[src/rtl/jtag_pkg.sv]
`default_nettype none
// +----------------------------------------------------------------------+
// | jtag_pkg: TAP state encoding, opcodes and IR capture pattern.        |
// | Revision: 1.0                                                        |
// +----------------------------------------------------------------------+
package jtag_pkg;

  typedef enum logic [3:0] {
    TLR    = 4'h0,
    RTI    = 4'h1,
    SEL_DR = 4'h2,
    CAP_DR = 4'h3,
    SH_DR  = 4'h4,
    EX1_DR = 4'h5,
    PA_DR  = 4'h6,
    EX2_DR = 4'h7,
    UPD_DR = 4'h8,
    SEL_IR = 4'h9,
    CAP_IR = 4'hA,
    SH_IR  = 4'hB,
    EX1_IR = 4'hC,
    PA_IR  = 4'hD,
    EX2_IR = 4'hE,
    UPD_IR = 4'hF
  } tap_state_e;

  localparam int IR_WIDTH_DEFAULT = 4;

  // Sized at the default IR width; instantiating modules resize to their own.
  localparam logic [IR_WIDTH_DEFAULT-1:0] IR_IDCODE = 4'h1;
  localparam logic [IR_WIDTH_DEFAULT-1:0] IR_USER   = 4'h2;
  localparam logic [IR_WIDTH_DEFAULT-1:0] IR_BYPASS = 4'hF;

  localparam logic [1:0] IR_CAPTURE = 2'b01;

endpackage
`default_nettype wire

[src/rtl/jtag_tap_fsm.sv]
`default_nettype none
// +----------------------------------------------------------------------+
// | jtag_tap_fsm: 16-state IEEE 1149.1 TAP controller with state strobes.|
// | Revision: 1.0                                                        |
// +----------------------------------------------------------------------+
module jtag_tap_fsm
  import jtag_pkg::*;
(
  input  logic       tck,
  input  logic       trst,
  input  logic       tms,
  output tap_state_e state,
  output logic       capture_dr,
  output logic       shift_dr,
  output logic       update_dr,
  output logic       capture_ir,
  output logic       shift_ir,
  output logic       update_ir,
  output logic       tlr
);

  tap_state_e r_state;
  tap_state_e w_next_state;

  always_ff @(posedge tck or posedge trst) begin
    if (trst) r_state <= TLR;
    else      r_state <= w_next_state;
  end

  always_comb begin
    w_next_state = TLR;
    case (r_state)
      TLR:     w_next_state = tms ? TLR    : RTI;
      RTI:     w_next_state = tms ? SEL_DR : RTI;
      SEL_DR:  w_next_state = tms ? SEL_IR : CAP_DR;
      CAP_DR:  w_next_state = tms ? EX1_DR : SH_DR;
      SH_DR:   w_next_state = tms ? EX1_DR : SH_DR;
      EX1_DR:  w_next_state = tms ? UPD_DR : PA_DR;
      PA_DR:   w_next_state = tms ? EX2_DR : PA_DR;
      EX2_DR:  w_next_state = tms ? UPD_DR : SH_DR;
      UPD_DR:  w_next_state = tms ? SEL_DR : RTI;
      SEL_IR:  w_next_state = tms ? TLR    : CAP_IR;
      CAP_IR:  w_next_state = tms ? EX1_IR : SH_IR;
      SH_IR:   w_next_state = tms ? EX1_IR : SH_IR;
      EX1_IR:  w_next_state = tms ? UPD_IR : PA_IR;
      PA_IR:   w_next_state = tms ? EX2_IR : PA_IR;
      EX2_IR:  w_next_state = tms ? UPD_IR : SH_IR;
      UPD_IR:  w_next_state = tms ? SEL_DR : RTI;
      default: w_next_state = TLR;
    endcase
  end

  always_comb begin
    state      = r_state;
    capture_dr = (r_state == CAP_DR);
    shift_dr   = (r_state == SH_DR);
    update_dr  = (r_state == UPD_DR);
    capture_ir = (r_state == CAP_IR);
    shift_ir   = (r_state == SH_IR);
    update_ir  = (r_state == UPD_IR);
    tlr        = (r_state == TLR);
  end

endmodule
`default_nettype wire

[src/rtl/jtag_tap_slave.sv]
`default_nettype none
// +----------------------------------------------------------------------+
// | jtag_tap_slave: TAP responder with IR, BYPASS, IDCODE and USER DRs.  |
// | Revision: 1.0                                                        |
// +----------------------------------------------------------------------+
module jtag_tap_slave
  import jtag_pkg::*;
#(
  parameter int          IR_WIDTH   = 4,
  parameter logic [31:0] IDCODE_VAL = 32'h1234_5A5B,
  parameter int          USER_WIDTH = 16
) (
  input  logic                  tck,
  input  logic                  trst,
  input  logic                  tdi,
  input  logic                  tms,
  output logic                  tdo,
  output logic                  tdo_en,
  input  logic [USER_WIDTH-1:0] user_dr_in,
  output logic [USER_WIDTH-1:0] user_dr_out,
  output logic                  user_update,
  output logic [IR_WIDTH-1:0]   ir_out
);

  localparam logic [IR_WIDTH-1:0] c_ir_idcode  = IR_WIDTH'(IR_IDCODE);
  localparam logic [IR_WIDTH-1:0] c_ir_user    = IR_WIDTH'(IR_USER);
  localparam logic [IR_WIDTH-1:0] c_ir_capture = IR_WIDTH'(IR_CAPTURE);

  tap_state_e w_state;
  logic w_capture_dr, w_shift_dr, w_update_dr;
  logic w_capture_ir, w_shift_ir, w_update_ir, w_tlr;
  logic w_sel_id, w_sel_user, w_tdo_mux;

  logic [IR_WIDTH-1:0]   r_ir, r_ir_sr;
  logic [31:0]           r_id_sr;
  logic [USER_WIDTH-1:0] r_user_sr, r_user_out;
  logic                  r_bypass, r_user_update, r_tdo, r_tdo_en;

  jtag_tap_fsm u_fsm (
    .tck        (tck),
    .trst       (trst),
    .tms        (tms),
    .state      (w_state),
    .capture_dr (w_capture_dr),
    .shift_dr   (w_shift_dr),
    .update_dr  (w_update_dr),
    .capture_ir (w_capture_ir),
    .shift_ir   (w_shift_ir),
    .update_ir  (w_update_ir),
    .tlr        (w_tlr)
  );

  // The instruction reads as IDCODE the moment TLR is entered, not one tck later.
  assign ir_out      = w_tlr ? c_ir_idcode : r_ir;
  assign w_sel_id    = (ir_out == c_ir_idcode);
  assign w_sel_user  = (ir_out == c_ir_user);
  assign user_dr_out = r_user_out;
  assign user_update = r_user_update;
  assign tdo         = r_tdo;
  assign tdo_en      = r_tdo_en;

  always_ff @(posedge tck or posedge trst) begin
    if (trst) begin
      r_ir    <= c_ir_idcode;
      r_ir_sr <= '0;
    end else begin
      if (w_tlr)            r_ir <= c_ir_idcode;
      else if (w_update_ir) r_ir <= r_ir_sr;
      if (w_capture_ir)     r_ir_sr <= c_ir_capture;
      else if (w_shift_ir)  r_ir_sr <= {tdi, r_ir_sr[IR_WIDTH-1:1]};
    end
  end

  // Unselected data registers are left untouched by capture and shift.
  always_ff @(posedge tck or posedge trst) begin
    if (trst) begin
      r_id_sr   <= '0;
      r_user_sr <= '0;
      r_bypass  <= 1'b0;
    end else if (w_capture_dr) begin
      if (w_sel_id)        r_id_sr   <= IDCODE_VAL;
      else if (w_sel_user) r_user_sr <= user_dr_in;
      else                 r_bypass  <= 1'b0;
    end else if (w_shift_dr) begin
      if (w_sel_id)        r_id_sr   <= {tdi, r_id_sr[31:1]};
      else if (w_sel_user) r_user_sr <= {tdi, r_user_sr[USER_WIDTH-1:1]};
      else                 r_bypass  <= tdi;
    end
  end

  always_ff @(posedge tck or posedge trst) begin
    if (trst) begin
      r_user_out    <= '0;
      r_user_update <= 1'b0;
    end else begin
      r_user_update <= w_update_dr && w_sel_user;
      if (w_update_dr && w_sel_user) r_user_out <= r_user_sr;
    end
  end

  always_comb begin
    w_tdo_mux = 1'b0;
    if (w_state == SH_IR) begin
      w_tdo_mux = r_ir_sr[0];
    end else if (w_state == SH_DR) begin
      if (w_sel_id)        w_tdo_mux = r_id_sr[0];
      else if (w_sel_user) w_tdo_mux = r_user_sr[0];
      else                 w_tdo_mux = r_bypass;
    end
  end

  always_ff @(negedge tck or posedge trst) begin
    if (trst) begin
      r_tdo    <= 1'b0;
      r_tdo_en <= 1'b0;
    end else begin
      r_tdo    <= w_tdo_mux;
      r_tdo_en <= (w_state == SH_DR) || (w_state == SH_IR);
    end
  end

endmodule
`default_nettype wire

[config.mk]
export PLATFORM = sky130hd
export DESIGN_NAME = jtag_tap_slave
export DESIGN_NICKNAME = d
export VERILOG_FILES = /design/src/rtl/jtag_pkg.sv /design/src/rtl/jtag_tap_fsm.sv /design/src/rtl/jtag_tap_slave.sv
export SDC_FILE = /design/constraint.sdc
export NUM_CORES = 1
export LEC_CHECK = 0
export CAP_MARGIN = 30
export CORE_MARGIN = 10
export CORE_UTILIZATION = 45
export CTS_CLUSTER_DIAMETER = 80
export DETAILED_ROUTE_END_ITERATION = 7
export MAX_ROUTING_LAYER = met4
export PLACE_DENSITY = 0.73
export REMOVE_ABC_BUFFERS = 1
export SETUP_SLACK_MARGIN = 0.15
export SLEW_MARGIN = 25
export SYNTH_ARGS = -nofsm -noshare
export SYNTH_HDL_FRONTEND = slang
export SYNTH_SLANG_ARGS = --single-unit
[constraint.sdc]
create_clock -name tck -period 3.6 [get_ports tck]
set_clock_uncertainty 0.05 [all_clocks]
set_input_delay 0.72 -clock tck [delete_from_list [all_inputs] [get_ports tck]]
set_output_delay 0.72 -clock tck [all_outputs]
set_load 0.01 [all_outputs]
# Yosys cells after proc, flatten, opt, wreduce, memory -nomap -nowiden

Cells that the tools add are included.

Bits of input ports: 20
Word-level logic and storage cells: 85
Output and inout bits: 23
Flip-flop bits (word level): 80

Reduce and logical (&&, ||, !) cells: 12
Muxes and demuxes: 38
Equality and inequality tests: 25

Operators by type and width:

| operator             | number |
|---|---|
| $mux W32             | 4 |
| $mux W16             | 6 |
| $pmux W4 S12         | 1 |
| $mux W4              | 9 |
| $eq A4 B4 Y1 const B | 8 |
| $eq A4 B3 Y1 const B | 4 |
| $ne A2 B2 Y1 const B | 8 |
| $mux W1              | 13 |
| $eq A4 B2 Y1 const B | 3 |
| $reduce_and A5 Y1    | 2 |
| $eq A4 B1 Y1 const B | 2 |
| $mux W2              | 3 |
| $mux W3              | 2 |
| $reduce_bool A2 Y1   | 3 |
| $logic_not A4 Y1     | 1 |
| $reduce_or A2 Y1     | 2 |
| $reduce_and A3 Y1    | 1 |
| $reduce_or A3 Y1     | 1 |
| $logic_and A1 B1 Y1  | 1 |
| $logic_or A1 B1 Y1   | 1 |

# Depth between registers and ports, before layout

Word-level depth: 7
Gate-level depth with buffers: 7
Gate-level depth less buffers: 4

# By module

Synthesis repeated with hierarchy kept, for this count alone.

Cells, all modules: 319
Area, all modules: 3697.3 um^2

By module, submodules not included:

| module         | times used | cells an instance | area an instance (um^2) | sequential area each (um^2) |
|---|---|---|---|---|
| jtag_tap_slave | 1          | 275               | 3324.4                  | 1903.1 |
| jtag_tap_fsm   | 1          | 44                | 372.9                   | 100.1 |

==> results_dict.tcl <==
set metrics [dict create \
    p_per_area_nw_per_um2 639 \
    drc_errors 0 \
    antenna_left 0 \
    portBuffers 42 \
    setup.worst_path.end_class "output pin" \
    drt_pre_antenna_iters 4 \
    gp_congestion 0.853 \
    hold_buffers 0 \
    multiInputGateArea_um2 1430 \
    cts_made_buffers 9 \
    crit_family "flip-flops" \
    crit_buf_inv 1 \
    start_kind "register" \
    final_common_cell "nand2_1" \
    synth_ff_type "dfrtp_1" \
    cts_buffer_depth 2 \
    die_area_um2 11900 \
    dpl.hpwl_mm 4.80 \
    final_nets 427 \
    ys.warnings.count 0 \
    worst_pin_slew_ns 0.893 \
    globalRouteTotalUtil_pct 13.1 \
    synth_area_leaders "dfrtp_1, nand2_1, o21ai_0, nor2_1, mux2_4" \
    crit_fanout 1 \
    relSlewSlack_pct 40.4 \
    r2r.worst_path.cells 4 \
    path_class "register to output pin" \
    avgSynthCellArea_um2 9.59 \
    nFillCells 667 \
    crit_chain "buf_2" \
    clk-insertion-delay-late_ns 0.34 \
    hold_path_class "register to register" \
    async_flop_share_pct 100 \
    io_pins 43 \
    drv_slew 0 \
    cellLeakagePower_uw 0.00191 \
    final.setup.worst_slack_ns 0.199 \
    rows 32 \
    rrSetupSlack_ns 0.49 \
    hold_viol_final 0 \
    synth_top_area_share_pct 54.2 \
    synth_seq_cells 80 \
    drtIter0Drc 181 \
    final_area_um2 4260 \
    syn_area_um2 3560 \
    setup_viol 0 \
    post_drt_wl_per_cell_um 13.9 \
    die_w_um 109 \
    drive_gt1_share_pct 13.1 \
    dp_cells 498 \
    pre_cts_ws_ns 0.131 \
    cts.sinks 80 \
    grt_pass1_wl_mm 12.1 \
    slowest_stage "dfrtn_1" \
    holdPathStages 2 \
    antenna_found_initial 0 \
    arrival_ns 2.63 \
    r2r_start "r_ir[0]" \
    peakVddDrop_mv 0.228 \
    overflow 0 \
    yosys.area.top_type "dfrtp_1" \
    cpPeakStageDelay_ns 0.38 \
    path_clk_slew_ns 0.07 \
    diodes 0 \
    grt_pass1_vias 2611 \
    cts_tree "built" \
    start_util_pct 46.0 \
    viasPerCell 5.25 \
    fp.coreArea_um2 7730 \
    cts_max_level 3 \
    min_from "r_id_sr[1]" \
    final_cell_mix "nand2_1, dfrtp_1, clkdlybuf4s50_1, nor2_1, o21ai_0" \
    routed_wl_mm 7.15 \
    die_h_um 109 \
    min_to "r_id_sr[1]" \
    grt_max_degree 64 \
    placed_area_um2 4080 \
    vias 2699 \
    final_cell_count_no_fill 514 \
    rsz0062_at_grt "no" \
    synth_cells 371 \
    ys_seq_area_share_pct 56.3 \
    r2r_end "tdo" \
    synthToLayoutAreaGrowth_pct 19.7 \
    synth-edff-count 0 \
    seqCellArea_um2 2000 \
    final_core_util_pct 55.1 \
    cts_root_buffer "clkbuf_8" \
    status "finished clean" \
    worstPathRequired_ns 2.83 \
    max-cap-violations 0 \
    ys_types 44 \
]
[worst max-delay path by stage]
| stage | from | end | slack, ns | cells past startpoint |
|---|---|---|---|---|
| after floorplan | trst | tdo | -0.90 | 1 |
| after global placement | tdo | tdo | 0.13 | 1 |
| after detailed placement | tdo | tdo | 0.13 | 1 |
| after CTS | tdo | tdo | 0.18 | 1 |
| after global routing | tdo | tdo | 0.17 | 1 |
| final | tdo | tdo | 0.20 | 1 |
[layout make-up]
type                    count  share of cell area, %
flip-flops and latches     80                   47.1
multi-input cells         258                   33.6
repair buffers             53                   11.6
clock buffers              11                   3.32
well taps                 102                   3.00
clock inverters             5                  0.970
inverters                   5                  0.441
[repair_timing]
action                                  4_1_cts  5_1_grt
resized for setup                             8        0
endpoints found under the setup margin        2        0
setup buffers                                 0        0
[logic make-up (layout without fill, tap and decap cells)]
| family | after synthesis | after routing | share of synthesized area (%) |
|---|---|---|---|
| AO/OA/AOI/OAI | 78 | 78 | 12.9 |
| XOR/XNOR | 2 | 2 | 0.493 |
| buffers and inverters | 33 | 74 | 3.94 |
| flip-flops | 80 | 80 | 56.3 |
| multiplexers | 18 | 18 | 6.65 |
| AND/OR/NAND/NOR | 160 | 160 | 19.7 |
[state kept, by name, indices dropped and copies added, names as in the netlist]
| name | count |
|---|---|
| r_id_sr | 32 |
| r_user_sr | 16 |
| user_update | 1 |
| r_ir | 4 |
| tdo | 1 |
| r_ir_sr | 4 |
| tdo_en | 1 |
| r_bypass | 1 |
| user_dr_out | 16 |
| u_fsm.state | 4 |
[power breakdown]
part / switching, µW / total, µW / internal [µW]
clock network: 324 / 598 / 274
logic: 566 / 920 / 354
registers: 106 / 1200 / 1100
[cell usage after synthesis, types with 2 or more instances]
| library cell | count |
|---|---|
| nand3b_1 | 2 |
| and2_1 | 4 |
| or2_2 | 2 |
| o32ai_1 | 2 |
| o21ai_0 | 38 |
| or4_1 | 2 |
| o22ai_1 | 4 |
| dfrtp_1 | 77 |
| a21oi_1 | 10 |
| mux2_4 | 9 |
| nor2b_1 | 4 |
| clkbuf_1 | 24 |
| dfrtn_1 | 2 |
| a31oi_1 | 15 |
| mux2_2 | 9 |
| nor3b_1 | 3 |
| nand2_1 | 91 |
| buf_6 | 2 |
| inv_1 | 5 |
| a221oi_1 | 2 |
| nand2b_1 | 4 |
| nor2_1 | 38 |
[layer usage]
metal	part of all wire (%)	GRT usage [%]
met1	45	16.1
met2	49	20.1
met3	4.4	2.30
met4	2.1	7.25
met5	0	-
[per-stage QoR]
| stage | TNS (ns) | power, µW | hold WS (ns) |
|---|---|---|---|
| after floorplan | -1.81 | 1830 | 0.400 |
| after global placement | 0 | 2110 | 0.412 |
| after detailed placement | 0 | 2140 | 0.421 |
| final | 0 | 2720 | 0.432 |
| after CTS | 0 | 2740 | 0.438 |
| after global routing | 0 | 2940 | 0.461 |
Power figures use the tool's default switching activity.
==> variant (config.mk and constraints unchanged) <==
Add an input register stage for `tdi`, `tms` and `user_dr_in`, without a reset; this delays them by one clock.
--- a/src/rtl/jtag_tap_slave.sv
+++ b/src/rtl/jtag_tap_slave.sv
@@ -26,6 +26,16 @@
   localparam logic [IR_WIDTH-1:0] c_ir_user    = IR_WIDTH'(IR_USER);
   localparam logic [IR_WIDTH-1:0] c_ir_capture = IR_WIDTH'(IR_CAPTURE);
 
+  logic tdi_q;
+  logic tms_q;
+  logic [USER_WIDTH-1:0] user_dr_q;
+
+  always_ff @(posedge tck) begin
+    tdi_q     <= tdi;
+    tms_q     <= tms;
+    user_dr_q <= user_dr_in;
+  end
+
   tap_state_e w_state;
   logic w_capture_dr, w_shift_dr, w_update_dr;
   logic w_capture_ir, w_shift_ir, w_update_ir, w_tlr;
@@ -39,7 +49,7 @@
   jtag_tap_fsm u_fsm (
     .tck        (tck),
     .trst       (trst),
-    .tms        (tms),
+    .tms        (tms_q),
     .state      (w_state),
     .capture_dr (w_capture_dr),
     .shift_dr   (w_shift_dr),
@@ -67,7 +77,7 @@
       if (w_tlr)            r_ir <= c_ir_idcode;
       else if (w_update_ir) r_ir <= r_ir_sr;
       if (w_capture_ir)     r_ir_sr <= c_ir_capture;
-      else if (w_shift_ir)  r_ir_sr <= {tdi, r_ir_sr[IR_WIDTH-1:1]};
+      else if (w_shift_ir)  r_ir_sr <= {tdi_q, r_ir_sr[IR_WIDTH-1:1]};
     end
   end
 
@@ -79,12 +89,12 @@
       r_bypass  <= 1'b0;
     end else if (w_capture_dr) begin
       if (w_sel_id)        r_id_sr   <= IDCODE_VAL;
-      else if (w_sel_user) r_user_sr <= user_dr_in;
+      else if (w_sel_user) r_user_sr <= user_dr_q;
       else                 r_bypass  <= 1'b0;
     end else if (w_shift_dr) begin
-      if (w_sel_id)        r_id_sr   <= {tdi, r_id_sr[31:1]};
-      else if (w_sel_user) r_user_sr <= {tdi, r_user_sr[USER_WIDTH-1:1]};
-      else                 r_bypass  <= tdi;
+      if (w_sel_id)        r_id_sr   <= {tdi_q, r_id_sr[31:1]};
+      else if (w_sel_user) r_user_sr <= {tdi_q, r_user_sr[USER_WIDTH-1:1]};
+      else                 r_bypass  <= tdi_q;
     end
   end
 
Function: not checked (the comparison handles one clock edge and no latches or derived clocks); the edit may change what the design does.
==> variant against the original RTL <==
Largest power group unchanged. Setup slack got worse by 0.028 ns. Critical endpoint is now tdo_en. Wire length increased by 11%. Synthesized area rose by 11%. Utilization is 0.97 points lower. Sequential cell count grew 18. Critical path type unchanged. Synthesized cell count increased by 6.5%. Combinational power shrank 6.1%. Total power up 8.3%. Final area up 9.8%. Cell count up 6.2%. Via count increased by 5.5%. Critical path depth unchanged. Sequential share of layout area rose by 3.5 points.
==> variant: results (changes against the original RTL) <==
Worst hold path
  • Hold Crit Start: user_dr_q[9]
  • Hold-critical path endpoint: r_user_sr[9]

Clock network
  • Worst-skew pair later-pin latency: 0.36 ns (+0.02 ns)
  • Reg clk slew, reported paths: 0.09 ns (+0.02 ns)

Routing
  • WL per Instance: 14.5 um (+4.4%)
  • First-pass DRT Iterations: 5 (+1)
  • Metal-1 WL: 3630 um (+14%)
  • Met2 Wirelength: 3880 um (+11%)
  • Routed wl met3: 297 um (-6.3%)
  • Initial drt markers: 119 (-34%)

Yosys
  • Netlist cell types: 49 (+11%)
  • Syn_area_per_cell: 10.0 um2 (+4.3%)
  • List of most frequent post-synthesis cells: 92 x nand2_1, 77 x dfrtp_1, 41 x nor2_1
  • #FFs+latches synth: 98 (+23%)
  • Post-synthesis async set-or-reset flop share: 81.6% (-18 points)
  • Seq/Total Area, Yosys: 59.8% (+3.5 points)
  • Synth top area cells: dfrtp_1 49%, dfxtp_1 9.1%, nand2_1 8.7%

Place
  • Dpl cells: 530 (+6.4%)
  • Setup WS pre-CTS: 0.118 ns (-0.0124 ns)
  • HPWL Detailed: 5480 um (+14%)
  • Placed inst area: 4510 um2 (+10%)

Final layout
  • Data buffer area share: 11.0% (-0.55 points)
  • Share of cells above drive strength 1: 12.6% (-0.55 points)
  • Largest Register: r_id_sr
  • Fraction of area in multi-input gates: 31.3% (-2.3 points)
  • Area taken by multi-input logic gates: 1460 um2 (+2.2%)
  • Number of non-clock buffers: 56 (+5.7%)
  • Clock buffers: 13 (+2)
  • #MultiIn Comb: 262 (+1.6%)
  • Non-clock inverters: 6 (+1)
  • Final std cells w/o fill: 546 (+6.2%)
  • Nets: 453 (+6.1%)
  • Clock buffers and inverters, area share: 3.72% (-0.57 points)
  • Fillers: 773 (+16%)

Pwr
  • Peak VDD IR: 0.292 mV (+28%)
  • LEAKAGE: 2.06 nW (+8.0%)

Critical path
  • CP max stage delay: 0.39 ns
  • Data arrival, critical path: 2.66 ns (+0.03 ns)
  • Critical Path Source: tdo_en

GRT
  • Vias in the first global route: 2921 (+12%)
  • Largest net degree at the start of global routing: 51 (-20%)
  • GR Util All Layers: 13.4% (+0.28 points)
  • GRT met2 Usage: 20.7% (+0.68 points)
  • M3 GR Usage: 3.25% (+0.95 points)

STA
  • Worst relative slew slack: 38.5% (-2.0 points)
  • Worst setup margin: 0.170 ns (-0.0284 ns)

Status
  • Status: finished, final reports clean
-- variant: cell types whose count changed after synthesis, moves of 2 or more --
cell,before,now
nor3b_1,3,1
a21oi_1,10,8
clkbuf_1,24,22
nor2b_1,4,7
buf_2,1,3
nor2_1,38,41
dfxtp_1,0,18
and2_1,4,1
o22ai_1,4,2
nor3_1,1,3
-- variant: power breakdown --
| group | total [mW] | switching (mW) | internal (mW) |
|---|---|---|---|
| Sequential | 1.43 | 0.139 | 1.30 |
| Clock | 0.647 | 0.372 | 0.275 |
| Combinational | 0.864 | 0.526 | 0.338 |
-- variant: kinds of logic after synthesis --
logic type / synth area share (%)
AND/OR/NAND/NOR: 17.9
flip-flops: 59.8
AO/OA/AOI/OAI: 11.9
buffers and inverters: 3.90
multiplexers: 5.99
XOR/XNOR: 0.444
-- variant: through the flow --
stage,utilization (%),hold WS (ns)
detailed placement,52.2,0.393
finish,54.1,0.403
global route,54.1,0.430
global placement,52.2,0.385
floorplan,-,0.379
CTS,54.1,0.410
